File: config.mk
export PLATFORM = sky130hd
export DESIGN_NAME = freq_meter
export DESIGN_NICKNAME = d
export VERILOG_FILES = /design/src/rtl/freq_meter.sv
export SDC_FILE = /design/constraint.sdc
export NUM_CORES = 1
export LEC_CHECK = 0
export BUFFER_PORTS_ARGS = -buffer_cell sky130_fd_sc_hd__clkbuf_2
export CAP_MARGIN = 20
export CORE_MARGIN = 4
export CORE_UTILIZATION = 59
export CTS_CLUSTER_DIAMETER = 80
export DETAILED_ROUTE_END_ITERATION = 8
export GPL_TIMING_DRIVEN = 0
export HOLD_SLACK_MARGIN = 0.15
export PLACE_DENSITY = 0.79
export SYNTH_ARGS = -nofsm -noshare
export SYNTH_HDL_FRONTEND = slang
export SYNTH_SLANG_ARGS = --single-unit
File: constraint.sdc
create_clock -name clk -period 2.34 [get_ports clk]
set_input_delay 0.117 -clock clk [delete_from_list [all_inputs] [get_ports clk]]
set_output_delay 0.117 -clock clk [all_outputs]
set_load 0.01 [all_outputs]
File: src/rtl/freq_meter.sv
// Gated edge counter: counts synchronised rising edges of sig_in over a window of
// GATE_CYCLES clk cycles and reports the count, saturating at 2^CNT_W-1.
//
// state   | meaning
// --------+-----------------------------------------------------------
// S_IDLE  | waiting for start or continuous
// S_ARM   | clear edge/gate counters and saturation flag
// S_COUNT | gate window open, rising edges counted
// S_DONE  | result_valid high for this cycle; re-arm or go idle
module freq_meter #(
    parameter int GATE_CYCLES = 1000,
    parameter int CNT_W       = 16,
    parameter int SYNC_STAGES = 2
) (
    input  logic             clk,
    input  logic             rst_n,
    input  logic             sig_in,
    input  logic             start,
    input  logic             continuous,
    output logic             busy,
    output logic [CNT_W-1:0] result,
    output logic             result_valid,
    output logic             overflow
);

    localparam int GATE_W = $clog2(GATE_CYCLES + 1);
    localparam logic [GATE_W-1:0] GATE_LAST = GATE_W'(GATE_CYCLES - 1);
    localparam logic [CNT_W-1:0]  CNT_MAX   = '1;

    typedef enum logic [1:0] {S_IDLE, S_ARM, S_COUNT, S_DONE} state_t;

    state_t state_q, state_d;

    logic [SYNC_STAGES-1:0] sync_q, sync_d;
    logic                   prev_q, prev_d;
    logic [CNT_W-1:0]       edge_cnt_q, edge_cnt_d;
    logic                   sat_q, sat_d;
    logic [GATE_W-1:0]      gate_cnt_q, gate_cnt_d;
    logic [CNT_W-1:0]       result_q, result_d;
    logic                   overflow_q, overflow_d;
    logic                   result_valid_q, result_valid_d;

    logic             rise;
    logic [CNT_W-1:0] edge_nxt;
    logic             sat_nxt;

    always_ff @(posedge clk or negedge rst_n) begin
        if (!rst_n) begin
            state_q <= S_IDLE;
        end else begin
            state_q <= state_d;
        end
    end

    always_comb begin
        state_d = state_q;
        case (state_q)
            S_IDLE:  if (start || continuous) state_d = S_ARM;
            S_ARM:   state_d = S_COUNT;
            S_COUNT: if (gate_cnt_q == GATE_LAST) state_d = S_DONE;
            S_DONE:  state_d = (start || continuous) ? S_ARM : S_IDLE;
            default: state_d = S_IDLE;
        endcase
    end

    always_comb begin
        busy = (state_q != S_IDLE);
    end

    // Synchroniser plus one extra flop for rising-edge detection.
    always_comb begin
        sync_d = {sync_q[SYNC_STAGES-2:0], sig_in};
        prev_d = sync_q[SYNC_STAGES-1];
        rise   = sync_q[SYNC_STAGES-1] & ~prev_q;
    end

    always_comb begin
        edge_nxt = edge_cnt_q;
        sat_nxt  = sat_q;
        if (rise) begin
            if (edge_cnt_q == CNT_MAX) begin
                sat_nxt = 1'b1;
            end else begin
                edge_nxt = edge_cnt_q + CNT_W'(1);
            end
        end
    end

    always_comb begin
        edge_cnt_d     = edge_cnt_q;
        sat_d          = sat_q;
        gate_cnt_d     = gate_cnt_q;
        result_d       = result_q;
        overflow_d     = overflow_q;
        result_valid_d = 1'b0;
        case (state_q)
            S_ARM: begin
                edge_cnt_d = '0;
                sat_d      = 1'b0;
                gate_cnt_d = '0;
            end
            S_COUNT: begin
                edge_cnt_d = edge_nxt;
                sat_d      = sat_nxt;
                gate_cnt_d = gate_cnt_q + GATE_W'(1);
                // The edge seen in the final window cycle is part of the result.
                if (gate_cnt_q == GATE_LAST) begin
                    result_d       = edge_nxt;
                    overflow_d     = sat_nxt;
                    result_valid_d = 1'b1;
                end
            end
            default: ;
        endcase
    end

    always_ff @(posedge clk or negedge rst_n) begin
        if (!rst_n) begin
            sync_q         <= '0;
            prev_q         <= 1'b0;
            edge_cnt_q     <= '0;
            sat_q          <= 1'b0;
            gate_cnt_q     <= '0;
            result_q       <= '0;
            overflow_q     <= 1'b0;
            result_valid_q <= 1'b0;
        end else begin
            sync_q         <= sync_d;
            prev_q         <= prev_d;
            edge_cnt_q     <= edge_cnt_d;
            sat_q          <= sat_d;
            gate_cnt_q     <= gate_cnt_d;
            result_q       <= result_d;
            overflow_q     <= overflow_d;
            result_valid_q <= result_valid_d;
        end
    end

    assign result       = result_q;
    assign overflow     = overflow_q;
    assign result_valid = result_valid_q;

endmodule

==> results.json <==
{
  "status": "finished, final reports clean",
  "worst_pin_slew_ns": 0.6446,
  "cp_max_fo": 10,
  "min_path_cells": 3,
  "htree_levels": 2,
  "synth_compound_area_frac": 0.1499,
  "post-route-period-util": 0.9257,
  "timing.rr.start": "state_q[1]$_DFFE_PN0P_",
  "r2r-end": "edge_cnt_q[10]$_DFFE_PN0P_",
  "cts_buffers": 5,
  "min_period_ns": 2.166,
  "synth-seq-cells": 50,
  "p_leak_uw": 0.001301,
  "first_pass_iters": 4,
  "fin_skew_ns": 0.009997,
  "synth_cells": 283,
  "fin_tns_setup_ns": 0,
  "port-buffer-count": 23,
  "startpoint_type": "register",
  "final_nets": 327,
  "drv_slew": 0,
  "fin_ws_ns": 0.1738,
  "pin_count": 24,
  "routed_wl_mm": 5.718,
  "holdCritPathClass": "input pin to register",
  "avgSynthCellArea_um2": 9.201,
  "ir_drop_v": 0.0008614,
  "drc": 0,
  "grt_start_max_net_pins": 27,
  "layout-drive-gt1-share": 0.1451,
  "final_antenna_net_count": 0,
  "final_cells": 367,
  "register_area_um2": 1251,
  "synth_edf_count": 0,
  "multi_input_area_um2": 1256,
  "nFillCells": 338,
  "cts_tree": "done",
  "yosys_most_used_dff": "dfrtp_1",
  "dr.first_iter.drc_count": 179,
  "rsz0062_at_grt": "yes",
  "synth_area_um2": 2604,
  "switching_share": 0.3864,
  "power_frac_comb": 0.343,
  "endpoint_kind": "register",
  "worstSetupPathType": "register to register",
  "critPathRequiredTime_ns": 2.57,
  "vias": 2158,
  "die_y_um": 74.43,
  "rrSetupSlack_ns": 0.17,
  "diodes": 0,
  "hold_viol": 0,
  "syn_to_final_growth_pct": 12.78,
  "grt_pass1_vias": 2175,
  "fmax_mhz": 461.6,
  "num_rows": 23,
  "yosys.area_share.adder": 0.02883,
  "cts_sinks": 50,
  "initial_core_util": 0.6283,
  "wire_per_inst_um": 15.58,
  "yosys-mux-area-fraction": 0.01970,
  "finalSetupViolCount": 0,
  "overflow": 0,
  "cts-root-buf": "clkbuf_8",
  "synthSimpleGateAreaFrac": 0.2494,
  "layout_common_cells": "dfrtp_1 (50), nand2_1 (44), o21ai_0 (30)",
  "p_int_uw": 1459,
  "maxCapViolCount": 0,
  "synth_xor_area_frac": 0.03364,
  "die-area_um2": 5540,
  "power.density_nw_per_um2": 809.9,
  "synth_cell_types": 43,
  "worstHoldStart": "start",
  "grt_util_all_layers": 0.2384,
  "core_um2": 4144,
  "antenna_found_initial": 0,
  "synthesis.nets": 294,
  "dpl.hpwl_mm": 4.051,
  "final_common_cell": "dfrtp_1",
  "power_uw": 2378,
  "worst_r2r_path_depth": 7,
  "yosysSeqAreaShare": 0.4805,
  "dp_cells": 357,
  "finalWeightedCongestion": 0.8861,
  "cts.clk_slew.worst_paths_ns": 0.09,
  "post-place-ws_ns": 0.07773,
  "slew_headroom": 0.5702,
  "switchingPower_uw": 919.0,
  "grt_pass1_wl_mm": 10.07,
  "via_per_inst": 5.880,
  "p_clk_frac": 0.256,
  "worstHoldEndpoint": "state_q[1]$_DFFE_PN0P_",
  "die_w_um": 74.43,
  "clkLatencyLatePin_ns": 0.31,
  "power_frac_seq": 0.401,
  "yosys_warnings": 0,
  "synth-async-reset-ratio": 1.000,
  "clockBufferDepth": 2,
  "arrival_ns": 2.39,
  "synth_top_family_by_area": "simple AND/OR/NAND/NOR gates"
}
[routing by layer]
metal / GRT usage / part of all wire / wire length [µm]
met1: 0.3226 / 0.43 / 2478
met2: 0.3776 / 0.48 / 2765
met3: 0.03649 / 0.064 / 365
met4: 0.1107 / 0.019 / 108
met5: 0 / 0 / 0
[repair_timing]
item,in CTS,in global routing
hold buffers,2,0
resized for setup,0,5
setup buffers,0,0
setup endpoints to repair,0,18
endpoints found under the hold margin,25,0
[final cells by class]
type,instances,share of cell area
clock buffers,6,0.02471
flip-flops and latches,50,0.4261
plain buffers,13,0.01917
clock inverters,2,0.01278
multi-input cells,208,0.4278
inverters,12,0.01534
well taps,50,0.02130
repair buffers,26,0.05283
[power by group through the flow]
stage / Clock [µW] / Sequential [µW] / Combinational, µW
after detailed placement: 0 / 971 / 794
after floorplan: 0 / 957 / 538
after CTS: 622 / 954 / 800
final: 609 / 954 / 815
after global placement: 0 / 966 / 763
after global routing: 650 / 961 / 917
[sequential cells by signal (all words and copies together) (netlist names)]
signal	cells
prev_q	1
sync_q	2
gate_cnt_q	10
state_q	2
result_valid	1
result	16
edge_cnt_q	16
sat_q	1
overflow	1
[kinds of logic (layout without fill, tap and decap cells)]
| family | Yosys count | count (layout) |
|---|---|---|
| AO/OA/AOI/OAI | 68 | 68 |
| XOR/XNOR | 10 | 10 |
| buffers and inverters | 25 | 59 |
| AND/OR/NAND/NOR | 119 | 119 |
| adder cells (fa/ha/maj) | 6 | 6 |
| flip-flops | 50 | 50 |
| multiplexers | 5 | 5 |
[worst max path at each step]
stage / slack (ns) / start / to
2_1_floorplan: 0.54 / edge_cnt_q[0]$_DFFE_PN0P_ / result[14]$_DFFE_PN0P_
3_3_place_gp: 0.15 / state_q[1]$_DFFE_PN0P_ / edge_cnt_q[13]$_DFFE_PN0P_
3_5_place_dp: 0.08 / state_q[1]$_DFFE_PN0P_ / edge_cnt_q[13]$_DFFE_PN0P_
4_1_cts: 0.02 / state_q[1]$_DFFE_PN0P_ / edge_cnt_q[10]$_DFFE_PN0P_
5_1_grt: -0.02 / state_q[1]$_DFFE_PN0P_ / edge_cnt_q[10]$_DFFE_PN0P_
6_report: 0.17 / state_q[1]$_DFFE_PN0P_ / edge_cnt_q[10]$_DFFE_PN0P_
[cells in the mapped netlist, types with 3 or more instances]
master,count,area share
a21oi_1,17,0.033
and3_1,5,0.012
buf_2,4,0.0077
clkbuf_1,9,0.013
dfrtp_1,50,0.48
ha_1,6,0.029
inv_1,12,0.017
mux2i_1,4,0.015
nand2_1,44,0.063
nand2b_1,3,0.0072
nand3_1,16,0.031
nand4_1,4,0.0096
nor2_1,16,0.023
nor2b_1,5,0.012
nor3_1,8,0.015
o21ai_0,30,0.058
o21ai_1,3,0.0058
o22ai_1,4,0.0096
o31ai_1,4,0.012
xnor2_1,7,0.024
xor2_1,3,0.010
[worst max-delay path, cell delays in order (launching register included)]
cell      delay (ns)
dfrtp_1         0.41
inv_1           0.09
ha_1            0.28
clkbuf_1        0.31
clkbuf_1        0.40
clkbuf_2        0.34
a21oi_1         0.10
a21oi_1         0.14
[per-stage QoR]
stage	area, µm²	hold WS, ns	utilization
floorplan	2604	-0.1786	-
global placement	2781	0.2263	0.6712
detailed placement	2801	0.1648	0.6760
CTS	2932	0.2040	0.7074
global route	2937	0.2643	0.7086
finish	2937	0.2068	0.7086
Note: power is estimated with default switching activity, not from simulation.
